===== src/rtl/muldiv_sequencer.sv =====
// muldiv_sequencer: iterative MULT/MULTU/DIV/DIVU sequencer that owns HI/LO.
// One bit per cycle: a shift-add multiplier and a restoring divider share one
// 2*WIDTH accumulator. Operands are converted to magnitudes on entry and
// sign-corrected in the FIX cycle.
// Optional build macro MULDIV_EARLY_EXIT_EN: multiplies leave RUN as soon as
// the unconsumed multiplier bits are all zero; FIX then shifts the
// accumulator into its final position.
module muldiv_sequencer #(
    parameter int WIDTH = 32,
    parameter int CNT_W = 6
) (
    input  logic             clk,
    input  logic             reset,
    input  logic             start,
    input  logic [1:0]       op,
    input  logic [WIDTH-1:0] operand_a,
    input  logic [WIDTH-1:0] operand_b,
    input  logic             hilo_read,
    input  logic             hilo_sel,
    input  logic             flush,
    output logic             busy,
    output logic             stall,
    output logic             done,
    output logic             div_by_zero,
    output logic [WIDTH-1:0] hilo_data
);

    typedef enum logic [1:0] {IDLE, RUN, FIX} state_t;

    state_t               state, state_next;
    logic [CNT_W-1:0]     cnt;
    logic                 is_div;
    logic                 sign_a, sign_b;
    logic [WIDTH-1:0]     mag_a, mag_b, orig_a;
    logic [2*WIDTH-1:0]   acc;
    logic [WIDTH-1:0]     hi, lo;

    logic [WIDTH-1:0]     mul_addend;
    logic [WIDTH:0]       mul_sum;
    logic [WIDTH:0]       div_shifted, div_diff;
    logic [WIDTH-1:0]     div_rem;
    logic                 div_qbit;
    logic [2*WIDTH-1:0]   acc_next;
    logic                 last_iter;
    logic                 mul_early;
    logic [2*WIDTH-1:0]   prod, prod_fix;
    logic [WIDTH-1:0]     quo_fix, rem_fix;

    // Two's-complement magnitude for signed ops, raw bits for unsigned ops.
    function automatic logic [WIDTH-1:0] magnitude(input logic is_signed,
                                                   input logic [WIDTH-1:0] x);
        logic signed [WIDTH-1:0] sx;
        sx = signed'(x);
        if (is_signed && sx < 0)
            return WIDTH'(-sx);
        return x;
    endfunction

    // Conditional negation of a single-width result.
    function automatic logic [WIDTH-1:0] neg_w(input logic en,
                                               input logic [WIDTH-1:0] x);
        return en ? -x : x;
    endfunction

    // Conditional negation of the double-width product.
    function automatic logic [2*WIDTH-1:0] neg_2w(input logic en,
                                                  input logic [2*WIDTH-1:0] x);
        return en ? -x : x;
    endfunction

    // One datapath iteration and the FIX-cycle sign correction.
    always_comb begin
        mul_addend  = acc[0] ? mag_a : '0;
        mul_sum     = {1'b0, acc[2*WIDTH-1:WIDTH]} + {1'b0, mul_addend};
        div_shifted = {acc[2*WIDTH-1:WIDTH], acc[WIDTH-1]};
        div_diff    = div_shifted - {1'b0, mag_b};
        div_qbit    = ~div_diff[WIDTH];
        div_rem     = div_qbit ? div_diff[WIDTH-1:0] : div_shifted[WIDTH-1:0];
        if (is_div)
            acc_next = {div_rem, acc[WIDTH-2:0], div_qbit};
        else
            acc_next = {mul_sum, acc[WIDTH-1:1]};
`ifdef MULDIV_EARLY_EXIT_EN
        // mag_b holds the not-yet-consumed multiplier bits during a multiply.
        mul_early = ~is_div && (mag_b[WIDTH-1:1] == '0);
        prod      = acc >> cnt;
`else
        mul_early = 1'b0;
        prod      = acc;
`endif
        last_iter = (cnt == '0) || mul_early;
        prod_fix  = neg_2w(sign_a ^ sign_b, prod);
        quo_fix   = neg_w(sign_a ^ sign_b, acc[WIDTH-1:0]);
        rem_fix   = neg_w(sign_a, acc[2*WIDTH-1:WIDTH]);
    end

    // Control state register.
    always_ff @(posedge clk or negedge reset) begin
        if (!reset)
            state <= IDLE;
        else
            state <= state_next;
    end

    // Next-state and handshake outputs.
    always_comb begin
        state_next = state;
        busy       = 1'b0;
        done       = 1'b0;
        case (state)
            IDLE: begin
                if (start && !flush)
                    state_next = RUN;
            end
            RUN: begin
                busy = 1'b1;
                if (flush)
                    state_next = IDLE;
                else if (last_iter)
                    state_next = FIX;
            end
            FIX: begin
                busy       = 1'b1;
                done       = ~flush;
                state_next = IDLE;
            end
            default: state_next = IDLE;
        endcase
        stall = busy & (hilo_read | start);
    end

    // Operand capture, iteration and HI/LO write-back.
    always_ff @(posedge clk or negedge reset) begin
        if (!reset) begin
            cnt         <= '0;
            is_div      <= 1'b0;
            sign_a      <= 1'b0;
            sign_b      <= 1'b0;
            mag_a       <= '0;
            mag_b       <= '0;
            orig_a      <= '0;
            acc         <= '0;
            hi          <= '0;
            lo          <= '0;
            div_by_zero <= 1'b0;
        end else begin
            case (state)
                IDLE: begin
                    if (start && !flush) begin
                        cnt         <= CNT_W'(WIDTH - 1);
                        is_div      <= op[1];
                        sign_a      <= op[0] & operand_a[WIDTH-1];
                        sign_b      <= op[0] & operand_b[WIDTH-1];
                        mag_a       <= magnitude(op[0], operand_a);
                        mag_b       <= magnitude(op[0], operand_b);
                        orig_a      <= operand_a;
                        acc         <= {{WIDTH{1'b0}},
                                        op[1] ? magnitude(op[0], operand_a)
                                              : magnitude(op[0], operand_b)};
                        div_by_zero <= 1'b0;
                    end
                end
                RUN: begin
                    if (!flush) begin
                        acc <= acc_next;
                        // An early exit keeps the count of skipped shifts for FIX.
                        if (!mul_early && cnt != '0)
                            cnt <= cnt - CNT_W'(1);
`ifdef MULDIV_EARLY_EXIT_EN
                        if (!is_div)
                            mag_b <= mag_b >> 1;
`endif
                    end
                end
                FIX: begin
                    if (!flush) begin
                        if (!is_div) begin
                            hi <= prod_fix[2*WIDTH-1:WIDTH];
                            lo <= prod_fix[WIDTH-1:0];
                        end else if (mag_b == '0) begin
                            hi          <= orig_a;
                            lo          <= '1;
                            div_by_zero <= 1'b1;
                        end else begin
                            hi <= rem_fix;
                            lo <= quo_fix;
                        end
                    end
                end
                default: ;
            endcase
        end
    end

    assign hilo_data = hilo_sel ? hi : lo;

endmodule


===== config.mk =====
export PLATFORM = sky130hd
export DESIGN_NAME = muldiv_sequencer
export DESIGN_NICKNAME = d
export VERILOG_FILES = /design/src/rtl/muldiv_sequencer.sv
export SDC_FILE = /design/constraint.sdc
export NUM_CORES = 1
export LEC_CHECK = 0
export CAP_MARGIN = 20
export CORE_ASPECT_RATIO = 0.75
export CORE_MARGIN = 3
export CORE_UTILIZATION = 61
export DETAILED_ROUTE_END_ITERATION = 6
export MAX_ROUTING_LAYER = met4
export PLACE_DENSITY = 0.83
export SETUP_SLACK_MARGIN = 0.3
export SLEW_MARGIN = 0
export SYNTH_ARGS = -nofsm -noshare
export SYNTH_HDL_FRONTEND = slang
export SYNTH_SLANG_ARGS = --single-unit

===== constraint.sdc =====
create_clock -name clk -period 3.4 [get_ports clk]
set_input_delay 0.68 -clock clk [delete_from_list [all_inputs] [get_ports clk]]
set_output_delay 0.68 -clock clk [all_outputs]
set_load 0.05 [all_outputs]

======== After elaboration in Yosys (flattened, before gate mapping) ========
Index checks and enable logic that the tools add are counted.
cells by class
  add/sub/neg operators ................... 8
  $mul .................................... 0
  divide/modulo/power cells ............... 0
  order comparisons ....................... 2
  equality and inequality tests ........... 9
  shift-type cells ........................ 0
  multiplexer cells ....................... 40
  bitwise gates (word level) .............. 7
  reductions and logical operators ........ 17
operator list
  operator               count
  $mux W32               14
  $mux W64               4
  $neg A32 Y32           4
  $pmux W64 S2           1
  $lt A32 B1 Y1 const B  2
  $neg A64 Y64           1
  $add A32 B32 Y33       1
  $sub A33 B32 Y33       1
  $logic_not A32 Y1      1
  $mux W6                3
  $mux W1                12
  $ne A2 B2 Y1 const B   6
  $pmux W6 S2            1
  $logic_not A6 Y1       1
  $mux W2                3
  $reduce_and A2 Y1      3
  $reduce_bool A6 Y1     1
  $sub A6 B1 Y6 const B  1
  $reduce_and A5 Y1      1
  $pmux W2 S2            1
  $reduce_and A4 Y1      1
  $reduce_bool A2 Y1     2
  $and A1 B1 Y1          3
  $logic_and A1 B1 Y1    3
  11 further kinds       12
word-level totals
  register bits ........................... 236
  latch bits .............................. 0
  RAM bits ................................ 0
  memory bits (read-only) ................. 0
  input port bits ......................... 72
  output and inout port bits .............. 36
  memories ................................ 0

======== Depth between registers and ports, before layout ========
Gate-level depths: netlist (run 1).
  word-level depth ........................ 9
  mapped depth ............................ 15

======== Worst setup path after synthesis (run 1) ========
Ideal clock, no wire load.
  kind .................................... register to register
  from .................................... register acc[31]
  to ...................................... register acc[63]
  arrival time ............................ 3.000 ns
  required time ........................... 3.273 ns
  slack ................................... 0.273 ns
  stages on the path, launching flop included .. 15
  period minus slack after synthesis ...... 3.127 ns
  cells stage by stage .................... dfrtp_1 inv_1 ha_1 fa_1 nand2b_1 a21oi_2 o211ai_1 a21oi_2 nor3_1 o31ai_4 xor2_2 buf_4 nand2_1 nor4b_1 nor2_1
on the way
  cells in the longest elaborated chain, start to end .. 5
RTL lines
  item                      line  RTL
  start: declaration        35    logic [2*WIDTH-1:0] acc;
  start signal: assignment  157   acc <= {{WIDTH{1'b0}},
  start signal: assignment  165   acc <= acc_next;
  $sub A33 B32 Y33          76    div_diff = div_shifted - {1'b0, mag_b};
  $mux W32                  78    div_rem = div_qbit ? div_diff[WIDTH-1:0] : div_shifted[WIDTH-1:0];
  $mux W64                  79    if (is_div)
  $mux W64                  164   if (!flush) begin
  $pmux W64 S2              147   case (state)
Every way passes these cells. The select of a mux whose other input is x is not followed.
A chain may end at the register's enable or synchronous reset.

======== Worst setup path after layout (run 1) ========
  from .................................... register mag_b[0]
  to ...................................... register acc[57]
on the way
  cells in the longest elaborated chain, start to end .. 5
RTL lines
  item                      line  RTL
  start: declaration        34    logic [WIDTH-1:0] mag_a, mag_b, orig_a;
  start signal: assignment  155   mag_b <= magnitude(op[0], operand_b);
  $sub A33 B32 Y33          76
  $mux W32                  78
  $mux W64                  79
  $mux W64                  164
  $pmux W64 S2              147
Every way passes these cells. The select of a mux whose other input is x is not followed.

==> results by group, run 1 <==
Clock network
  • Clk sinks: 235
  • Worst skew pair latency: 580 ps
  • CTS tree: yes
  • CTS Hold Bufs: 0
  • H-tree Lvls: 1
  • CTS buffer count: 25
  • Root Buffer: clkbuf_16
  • Clock Tree Buf Depth: 3
  • CTS clk-pin slew, worst paths: 70 ps

Layout
  • Synthesis-to-finish area growth: 27.1%
  • Ant. Diodes: 0
  • Commonest non-fill, non-tap cell in the layout: nand2_1
  • Final instance area: 23000 um^2
  • Fillers: 1816
  • Layout cells sized above 1: 0.210
  • Final nets: 2681
  • Commonest non-fill, non-tap cells in the layout: nand2_1, dfrtp_1, o21ai_0

Detailed routing
  • Wire length per cell: 24.8 um
  • Routed Antenna Nets: 0
  • Final wirelength: 72.8 mm
  • DR DRC count: 0
  • DR vias/cell: 6.83
  • 1st-pass router iterations: 7
  • Vias: 20059
  • Number of DRC violations after detailed-routing iteration 0: 3176

Timing
  • Period utilization: 1.01
  • Worst Setup Slack, final: -49.5 ps
  • Fin. max-slew vios: 0
  • Worst Max-Slew Pin Slew: 1060 ps
  • Setup violators final: 4
  • Fin. Hold Viols: 0
  • Worst rel slew slack: 0.294
  • Unrepaired setup endpoints after global routing: yes
  • Max Clk Rate: 0.290 GHz
  • Clock Skews: 26.1 ps
  • Fin Hold WS: 65.1 ps
  • Final worst path period need: 3450 ps

Die
  • Die area: 31800 um^2
  • Die Wd: 205 um
  • Initial Util: 0.632
  • Die Ht: 155 um
  • Io pins: 108
  • Site Rows: 53
  • Core area: 28600 um^2

Critical path
  • Reg2reg start: mag_b[0]
  • Crit path from: mag_b[0]
  • Worst Path Class, Setup: register to register
  • Critical Path AT: 3960 ps
  • CP max FO: 5
  • Critical Path Start Type: register
  • Worst setup EP type: register
  • Critical Path RT: 3910 ps

Synthesis
  • Cells after Synth: 2300
  • Synth Register Bits: 235
  • Yosys top cell area share: 0.325
  • Mapped Nets: 2447
  • Post-synth top flop: dfrtp_1
  • Cell taking the most area after synthesis: dfrtp_1
  • Ys Warns: 0
  • Mapped Area: 18100 um^2
  • Post-synth cell types: 87
  • Ranking of synthesized cells by area: dfrtp_1, nand2_1, o21ai_0
  • Mapped Avg Cell Area: 7.88 um^2
  • Seq/Total Area, Yosys: 0.325
  • Post-synth EDFFs: 0
  • Async S/R FF share, synth: 1.00

Placed design
  • Global placement routability congestion: 1.03
  • Placement-stage cell area: 21000 um^2
  • IO Port Bufs: 107
  • DP HPWL: 51.3 mm

Power and ir drop
  • P_leak: 10.0 nW
  • Max IR drop VDD: 0.666 mV
  • Power per cell area: 1020 nW/um^2
  • Power, Total: 23.4 mW

GRT
  • Global route overflow: 0
  • Initial antenna violation count: 0
  • Gr usage total: 0.443
  • First-pass GRT wire length: 107 mm
  • Number of global-route vias before repair: 18883
  • Largest net degree at the start of global routing: 84

Worst hold path
  • Hold Path Class: input pin to async pin

Run
  • Max Cap Viol: 0

Run status
  • Status: finished with violations
  • Violated checks: negative setup slack
==> through the flow <==
step	setup WS [ps]	instances	setup TNS (ps)	util
global route	-74.8	2938	-383	0.804
detailed placement	-187	2853	-1030	0.735
CTS	127	2921	0	0.784
global placement	-114	2853	-464	0.735
finish	-49.5	2938	-108	0.804
floorplan	300	2300	0	-
==> final timing paths <==
check	end	slack, ps	cells after the start
max reg2reg	acc[57]	-50	15
max in group asynchronous	lo[1]	2410	2
max	acc[57]	-50	15
min in group clk	hi[21]	470	2
min reg2reg	hi[21]	470	2
min	acc[63]	70	1
==> worst max-delay path: stages, from the launching register on <==
cell	delay [ps]
dfrtp_1	420
ha_4	190
fa_2	370
nand2b_4	170
a21oi_4	200
o211ai_1	160
a21oi_2	230
nor3_2	60
buf_4	170
o31ai_4	300
buf_6	170
xnor2_4	90
buf_12	190
or3_1	350
o221a_2	250
nand3_2	60
==> registers in the layout, summed over array words and instances, names as in the netlist, 2 cells and up <==
name / flops
hi: 32
lo: 32
cnt: 6
orig_a: 31
acc: 64
state: 2
mag_b: 32
mag_a: 32
==> final cells by class <==
| cell class | instances | area (um^2) | share of cell area |
|---|---|---|---|
| Timing Repair Buffer | 345 | 3440 | 0.149 |
| Inverter | 74 | 280 | 0.0122 |
| Multi-Input combinational cell | 1853 | 12100 | 0.525 |
| Sequential cell | 235 | 5890 | 0.256 |
| Clock buffer | 28 | 667 | 0.0290 |
| Tap cell | 385 | 482 | 0.0209 |
| Clock inverter | 18 | 173 | 0.00750 |
==> cells in the mapped netlist, types with 5 or more instances <==
cell        n
inv_1      72
o211ai_1   25
nor4_1     23
mux2_2     54
nor2_1    196
nand2_1   369
and3_1      9
o41ai_1     5
o21bai_1    8
a31oi_1    26
nor3_1     37
mux2i_1    28
nand2b_1   22
o21ai_1     7
buf_2      11
or4_1      10
nor2b_1    11
xnor2_1    96
o21ai_0   234
nand3_1    25
o21a_1     13
and2_1     41
buf_1      19
ha_1       73
nand4_1    12
a22oi_1    15
a211oi_1   27
clkbuf_1  102
o22ai_1    10
or2_2      11
o31ai_1    23
or3_1      18
a21oi_1   220
xor2_1    100
a32oi_1     6
dfrtp_1   235
a21o_1     22
==> cells by family after synthesis <==
logic type	count (synthesis)	share of synthesized area
AOI/OAI and AO/OA	686	0.225
xor gates and xnor gates	198	0.0966
adders and majority gates	75	0.0526
buffers and inverters	212	0.0463
DFF	235	0.325
muxes	82	0.0490
and+or+nand+nor	812	0.206
==> metal layers <==
metal,vias to the layer above,share of wire,GRT usage
li1,8557,-,-
met1,9423,0.38,0.593
met2,1646,0.41,0.633
met3,433,0.14,0.117
met4,0,0.070,0.201
met5,-,0,-
==> where the power goes <==
part	leakage [nW]	switching [mW]	internal, mW
clock network	0.412	1.31	1.58
logic	6.73	9.12	6.52
registers	2.91	1.11	3.79
total	10.0	11.5	11.9
==> timing repair <==
item / 4_1_cts / 5_1_grt
pin swaps: 38 / 48
setup endpoints to repair: 53 / 66
gates resized for setup: 92 / 102
buffers inserted: 19 / 15
cloned: 3 / 1
Power figures use the tool's default switching activity.
==> run 2: changes to the inputs <==
--- a/config.mk
+++ b/config.mk
@@ -6,12 +6,14 @@
 export NUM_CORES = 1
 export LEC_CHECK = 0
 export CAP_MARGIN = 20
+export CELL_PAD_IN_SITES_DETAIL_PLACEMENT = 0
+export CELL_PAD_IN_SITES_GLOBAL_PLACEMENT = 1
 export CORE_ASPECT_RATIO = 0.75
 export CORE_MARGIN = 3
-export CORE_UTILIZATION = 61
+export CORE_UTILIZATION = 46
 export DETAILED_ROUTE_END_ITERATION = 6
 export MAX_ROUTING_LAYER = met4
-export PLACE_DENSITY = 0.83
+export PLACE_DENSITY = 0.84
 export SETUP_SLACK_MARGIN = 0.3
 export SLEW_MARGIN = 0
 export SYNTH_ARGS = -nofsm -noshare
==> run 2 against run 1 <==
Effect of this change:
- the flow now finishes without violations
- first-iteration DRC count fell by 44%
- via count fell by 7.2%
- power shrank 0.58%
- sequential cell count stayed put
- largest cell class unchanged
- critical endpoint is now acc[41]
- highest routed layer unchanged
- combinational power fell by 3%
- count of clock-buffer cells in the layout rose by 8
- die area up 31%
- critical path depth increased by 2
- sequential share of layout area down 0.66 points
- register-to-register slack better by 220 ps
- fmax increased by 6.7%
==> results by group, run 2 (synthesis gave the netlist of run 1 again) <==
GRT
  • Number of global-route vias before repair: 18010
  • Largest net degree at the start of global routing: 113
  • Gr usage total: 0.347
  • Initial antenna violation count: 0
  • Global route overflow: 0
  • First-pass GRT wire length: 109 mm

Critical path
  • Worst Path Class, Setup: register to register
  • Worst path slowest cell: dfrtp_1
  • CP max FO: 5
  • Critical Path RT: 3860 ps
  • Worst setup EP type: register
  • Crit path cell chain: ha_4 > fa_2 > nand2b_4 > a21oi_4 > o211ai_1 > buf_4 > a21oi_4 > nor3_2 > buf_4 > o31ai_4 > buf_6 > xnor2_4 > buf_12 > buf_6 > buf_16 > a211oi_2 > o21ai_1
  • Critical Path Start Type: register
  • CP peak stage delay: 410 ps
  • Critical Path AT: 3700 ps

Clock network
  • CTS tree: yes
  • H-tree Lvls: 1
  • Worst skew pair latency: 590 ps
  • Clock Tree Buf Depth: 3
  • CTS clk-pin slew, worst paths: 70 ps
  • Clk sinks: 235
  • Root Buffer: clkbuf_16
  • CTS buffer count: 26

Placed design
  • Pre-CTS setup slack: -360 ps
  • Dpl cells: 3013
  • DP HPWL: 55.3 mm
  • Global placement routability congestion: 1.03
  • Placement-stage cell area: 21500 um^2
  • IO Port Bufs: 107

Layout
  • Largest reg by FF count: acc
  • Commonest non-fill, non-tap cell in the layout: nand2_1
  • Max reg flops: 64
  • Commonest non-fill, non-tap cells in the layout: nand2_1, buf_4, dfrtp_1
  • Final instance area: 23600 um^2
  • Layout cells sized above 1: 0.221
  • Final nets: 2710
  • Fin cells: 3095
  • Synthesis-to-finish area growth: 30.5%
  • Final Util: 0.613
  • Ant. Diodes: 0

Detailed routing
  • Number of DRC violations after detailed-routing iteration 0: 1767
  • Vias: 18607
  • Routed Antenna Nets: 0
  • Final wirelength: 72.6 mm
  • DR DRC count: 0
  • DR vias/cell: 6.01
  • 1st-pass router iterations: 6
  • Wire length per cell: 23.4 um

Run
  • Max Cap Viol: 0

Run status
  • Status: finished, final reports clean

Power and ir drop
  • Max IR drop VDD: 0.596 mV
  • P_leak: 10.3 nW
  • Power per cell area: 986 nW/um^2
  • Power, Total: 23.3 mW

Timing
  • Max Clk Rate: 0.309 GHz
  • Unrepaired setup endpoints after global routing: yes
  • Fin. max-slew vios: 0
  • Worst rel slew slack: 0.348
  • Final worst path period need: 3230 ps
  • Setup violators final: 0
  • Worst Setup Slack, final: 167 ps
  • Fin. Hold Viols: 0
  • Clock Skews: 36.2 ps
  • Period utilization: 0.951
  • Worst Max-Slew Pin Slew: 978 ps

Die
  • Die area: 41800 um^2
  • Initial Util: 0.470
  • Die Ht: 178 um
  • Core area: 38600 um^2
  • Io pins: 108
  • Site Rows: 62
  • Die Wd: 235 um

Worst hold path
  • Hold Path Class: input pin to async pin
## run 2: cell types whose count changed in the layout (fill, tap and decap cells not counted), sizes merged
cell / previous run / this run
clkinv: 12 / 2
buf: 272 / 300
clkbuf: 29 / 37
bufinv: 2 / 6
clkinvlp: 4 / 5
inv: 74 / 73
## run 2: stage by stage
step                      hold WS, ps  TNS, ps
final                            23.3        0
after global routing             78.3        0
after detailed placement          460    -2070
after global placement            459    -1130
after floorplan                   384        0
after CTS                        81.1        0
## run 2: cell type report
type	count	area, um^2
Tap cell	512	641
Clock buffer	36	768
Inverter	74	278
Sequential cell	235	5890
Timing Repair Buffer	373	3590
Clock inverter	12	234
Multi-Input combinational cell	1853	12200
Fill cell	3460	14900
## run 2: critical path, delay by kind of cell, from the launching register on
kind                     cells  cell delay, ps
adder cells (fa/ha/maj)      2             530
AO/OA/AOI/OAI                6             950
XOR/XNOR                     1             120
buffers and inverters        6             880
AND/OR/NAND/NOR              2             210
flip-flops                   1             410
## run 2: path summary, 6_finish.rpt
check                                from         to  slack [ps]  cells after the start
worst max-delay path             mag_b[0]    acc[41]         170                     17
worst min-delay path                reset    acc[54]          20                      1
worst max register to register   mag_b[0]    acc[41]         170                     17
worst min register to register  mag_a[25]  mag_a[25]         470                      2
max in group asynchronous           reset     acc[0]        2390                      2
min in group clk                mag_a[25]  mag_a[25]         470                      2
## run 2: layer usage
layer  wire length [um]  track usage  vias to the layer above
li1                   -            -                     8609
met5                  0            -                        -
met4               2470        0.100                        0
met3               7060       0.0834                      129
met1              32300        0.483                     9043
met2              30700        0.503                      826
## run 2: where the power goes
group          total, mW  internal, mW  leakage [nW]  switching, mW
Sequential          4.79          3.79          2.91          0.996
Clock               3.37          2.04         0.473           1.33
Combinational       15.1          6.38          6.87           8.76
Total               23.3          12.2          10.3           11.1
## run 2: timing repair
item                                    CTS  global route
gates resized for setup                  67           144
pin swaps                                21            56
endpoints found under the setup margin   50            63
buffers inserted                         16            14
hold buffers                              0             0
cloned                                    2             1
